[config.mk]
export PLATFORM = sky130hd
export DESIGN_NAME = acc_rr_sched
export DESIGN_NICKNAME = d
export VERILOG_FILES = /design/src/rtl/acc_rr_sched.sv
export SDC_FILE = /design/constraint.sdc
export NUM_CORES = 1
export LEC_CHECK = 0
export CAP_MARGIN = 20
export CORE_AREA = 2 2 484 486
export DETAILED_ROUTE_END_ITERATION = 7
export DIE_AREA = 0 0 486 488
export PLACE_DENSITY_LB_ADDON = 0.1
export RECOVER_POWER = 100
export SETUP_SLACK_MARGIN = 0.1
export SYNTH_ARGS = -nofsm -noshare
export SYNTH_HDL_FRONTEND = slang
export SYNTH_SLANG_ARGS = --single-unit
export TNS_END_PERCENT = 100
[constraint.sdc]
create_clock -name clk -period 4.8 [get_ports clk]
set_input_delay 1.44 -clock clk [delete_from_list [all_inputs] [get_ports clk]]
set_output_delay 1.44 -clock clk [all_outputs]
set_load 0.03 [all_outputs]
[src/rtl/acc_rr_sched.sv]
// acc_rr_sched: round-robin scheduler sharing one valid/ready access port among n_in requesters with bounded bursts
module acc_rr_sched #(
  parameter int n_in       = 8,
  parameter int data_width = 132,
  parameter int max_burst  = 4
) (
  input  logic                         clk,
  input  logic                         rst,
  input  logic [n_in-1:0]              req,
  input  logic [n_in*data_width-1:0]   d_IN,
  output logic [n_in-1:0]              grant,
  output logic [data_width-1:0]        d_OUT,
  output logic                         out_valid,
  input  logic                         out_ready,
  output logic                         active,
  output logic                         busy,
  output logic [31:0]                  xfer_count
);
  localparam int pw = $clog2(n_in);
  typedef enum logic {IDLE, SERV} state_t;
  state_t          r_state, w_state_nx;
  logic [pw-1:0]   r_owner, r_ptr, w_owner_nx, w_ptr_nx, w_pick;
  logic [3:0]      r_beat, w_beat_nx;
  logic [31:0]     r_xfer;
  logic            w_xfer, w_last, w_rel;
  function automatic logic [pw-1:0] wrap(input int v);
    return pw'(v >= n_in ? v - n_in : v);
  endfunction
  assign active     = |req;
  assign busy       = r_state == SERV;
  assign grant      = {{(n_in-1){1'b0}}, busy} << r_owner;
  assign d_OUT      = busy ? d_IN[r_owner*data_width +: data_width] : '0;
  assign out_valid  = busy & req[r_owner];
  assign w_xfer     = out_valid & out_ready;
  assign w_last     = r_beat == 4'(max_burst - 1);
  assign w_rel      = busy & (~req[r_owner] | (w_xfer & w_last));
  assign xfer_count = r_xfer;
  // descending scan so the lowest offset from ptr wins
  always_comb begin
    w_pick = r_ptr;
    for (int k = n_in - 1; k >= 0; k--)
      if (req[wrap(int'(r_ptr) + k)]) w_pick = wrap(int'(r_ptr) + k);
  end
  always_comb begin
    w_state_nx = r_state;
    w_owner_nx = r_owner;
    w_ptr_nx   = r_ptr;
    w_beat_nx  = r_beat;
    if (!busy) begin
      if (active) begin
        w_state_nx = SERV;
        w_owner_nx = w_pick;
        w_beat_nx  = '0;
      end
    end else if (w_rel) begin
      w_state_nx = IDLE;
      w_ptr_nx   = wrap(int'(r_owner) + 1);
      w_beat_nx  = '0;
    end else begin
      w_beat_nx  = r_beat + 4'(w_xfer);
    end
  end
  always_ff @(posedge clk) begin
    if (rst) begin
      r_state <= IDLE;
      r_owner <= '0;
      r_ptr   <= '0;
      r_beat  <= '0;
      r_xfer  <= '0;
    end else begin
      r_state <= w_state_nx;
      r_owner <= w_owner_nx;
      r_ptr   <= w_ptr_nx;
      r_beat  <= w_beat_nx;
      r_xfer  <= r_xfer + 32'(w_xfer);
    end
  end
endmodule

==> results.tsv <==
metric	value	unit
die width	486	um
Final nets	3259	
largest net degree at the start of global routing	47	
share of post-route cells with drive strength above 1	21.7	%
Startpoint Class	input pin	
critical path's top delay family	multiplexers	
Synth Register Bits	43	
Post-Route WL	164000	um
Max VDD drop	0.125	mV
Pre-Repair DR Iteration Count	4	
M3 GR Usage	4.85	%
Reg2Reg Depth	14	
hold path depth	2	
Max Freq	0.213	GHz
RSZ-0062 raised after global routing	false	
Die Y	488	um
Tot GR Track Use	13.2	%
Worst Tran Pin Value	1.13	ns
Leakage Power	0.00925	uW
Req. time, crit path	3.36	ns
Buffers on Ports	1241	
CP bufs+invs	2	
power density over cell area	312	nW/um2
dpl cell area	28900	um2
hpwl dp	151000	um
buffer depth of the longest clock path	2	
fin. max-slew vios	0	
Die ar.	237000	um2
number of flops mapped to enable cells by yosys	0	
drt drc	0	
Final Cycle Share	97.9	%
initial antenna violation count	182	
Via Count	15033	
ys async rst share	0	%
area grow syn2layout	153	%
Worst R2R Setup Slack	1.03	ns
RR Startpoint	r_owner[0]$_SDFFE_PP0P_	
Synth Instances	954	
Ports	1242	
met2 Use GR	25.7	%
routed len/inst	31.2	um
Clock Sinks	43	
TritonCTS clock tree	done	
clock latency on the worst-skew pair	0.30	ns
crit path max fanout	1	
Filler cells	26342	
CTS Buf Count	5	
run status	finished clean	
commonest cells in the netlist	276 x mux4_2, 143 x mux2i_1, 143 x nor2b_1, 58 x clkbuf_1, 48 x nor2_1	
min Tclk post-route	4.70	ns
Critical Path Max Stage Delay	0.60	ns
Clock Skew	0.00783	ns
GRT overflow	0	
Critical R2R Capture	xfer_count[21]$_SDFF_PP0_	
CP Cell Sequence	clkdlybuf4s50_1, mux4_2, mux2i_1, nor2b_1, buf_12	
Mean Syn Cell Area	11.9	um2
number of global-route vias before repair	16250	
Seq/Total Area, Yosys	7.58	%
Final Setup Violations	0	
grt peak-use layer	met2	
hold wc startpoint	r_beat[3]$_SDFFE_PP0P_	
Hold Fails Final Rpt	0	
Critical-path top delay cell	mux4_2	
area leader, netlist	mux4_2	
Antenna Nets Post-Route	0	
Synth top area share	54.7	%
Hold Path End	r_beat[3]$_SDFFE_PP0P_	
first-pass GRT wire length	200000	um
CP Capture Type	primary output	
design area	28800	um2
Cell Area, Synth	11400	um2
Max-cap violations	0	
Reg clk slew, reported paths	0.07	ns
most instantiated library cell after synthesis	mux4_2	
Worst slew margin	24.5	%
Starting Density	4.90	%
Post-Route Utilization	12.4	%
root cell of the clock tree	clkbuf_16	
post-synth cell types	53	
core area	232000	um2
worst setup path class	in2out	
detail-routed via count per cell	2.86	
Arr. time, crit path	3.26	ns
CTS H-tree depth	2	
Top FF cell, synth	dfxtp_1	
dominant cells by area after synthesis	mux4_2 55%, mux2i_1 13%, nor2b_1 7.9%	
routability cong.	0.818	
YS warnings	0	
routing usage on met1	13.7	%
hold slack final	0.485	ns
Initial DRC Count	554	
FP Rows	177	
Worst Hold Class	reg2reg	
Mapped Nets	2028	
==> per-layer routing <==
metal,part of all wire (%),vias to the layer above
li1,-,6419
met1,35,7294
met2,54,929
met3,8.7,297
met4,1.6,94
met5,0.36,-
==> timing repair <==
item / CTS / global route
hold buffers: 0 / 0
setup buffers: 0 / 0
pin swaps: 0 / 0
setup endpoints to repair: 17 / 10
resized for setup: 17 / 13
==> where the power goes <==
part | switching [uW] | total [uW] | internal (uW) | leakage, uW
Clock | 164 | 389 | 225 | 0.0000822
Sequential | 90.3 | 470 | 380 | 0.000350
Combinational | 4170 | 8120 | 3950 | 0.00881
Total | 4430 | 8980 | 4550 | 0.00925
==> cell type report <==
cell class / instances / area, um2 / area share [%]
Timing Repair Buffer: 1332 / 13800 / 47.9
Antenna cell: 36 / 90.1 / 0.313
Clock buffer: 6 / 150 / 0.522
Multi-Input combinational cell: 795 / 10000 / 34.8
Clock inverter: 2 / 13.8 / 0.0479
Inverter: 8 / 30.0 / 0.104
Sequential cell: 43 / 873 / 3.04
Tap cell: 3043 / 3810 / 13.2
==> tightest hold or removal path, cell delays in order (launching register included) <==
cell and delay, ns:
dfxtp_1 0.33, nand2_1 0.06, a21oi_1 0.05
==> layout by cell type (no fill, tap or decap), types with 5 or more instances in the layout <==
master / synthesis / layout
clkdlybuf4s50_1: 0 / 1000
mux4_2: 276 / 276
nor2b_1: 143 / 143
mux2i_1: 143 / 140
dlygate4sd3_1: 0 / 116
buf_12: 0 / 82
buf_4: 2 / 75
nor2_1: 48 / 48
dfxtp_1: 43 / 39
diode_2: 0 / 36
nand2_1: 26 / 26
clkbuf_1: 58 / 19
nand3_1: 18 / 18
clkbuf_2: 0 / 18
xor2_1: 17 / 17
a21oi_1: 11 / 11
xnor2_1: 11 / 11
dlymetal6s2s_1: 0 / 11
dlygate4sd2_1: 0 / 9
nand2b_1: 7 / 7
nor3_1: 6 / 7
and3_1: 7 / 7
ha_1: 7 / 7
o21ai_0: 3 / 6
a211oi_1: 6 / 6
clkbuf_16: 0 / 6
or3_1: 5 / 5
==> flip-flops by register name (all words and copies together), names as in the netlist <==
name,flops
busy,1
r_beat,4
r_owner,3
r_ptr,3
xfer_count,32
==> kinds of logic after synthesis <==
logic type | share of synthesized area, %
and+or+nand+nor | 13.9
xor gates and xnor gates | 2.30
muxes | 68.1
DFF | 7.58
adders and majority gates | 0.771
AOI/OAI and AO/OA | 3.07
buffers and inverters | 4.31
==> how the worst max path moves through the flow <==
stage	slack [ns]	depth (start not counted)	startpoint	end
4_1_cts	0.09	6	d_IN[572]	d_OUT[44]
3_3_place_gp	-0.19	6	d_IN[572]	d_OUT[44]
3_5_place_dp	-0.14	6	d_IN[572]	d_OUT[44]
2_1_floorplan	0.51	13	req[4]	xfer_count[22]$_SDFF_PP0_
5_1_grt	0.05	5	d_IN[813]	d_OUT[21]
6_report	0.10	5	d_IN[423]	d_OUT[27]
==> metrics by stage <==
| stage | setup TNS [ns] | worst slack, ns | power [uW] | instances |
|---|---|---|---|---|
| floorplan | 0 | 0.514 | 4540 | 954 |
| global placement | -0.523 | -0.188 | 9310 | 5221 |
| detailed placement | -0.456 | -0.142 | 9290 | 5221 |
| CTS | 0 | 0.0870 | 9720 | 5229 |
| global route | 0 | 0.0521 | 9600 | 5240 |
| finish | 0 | 0.102 | 8980 | 5265 |
No activity file was read; power rests on OpenSTA's default activity.
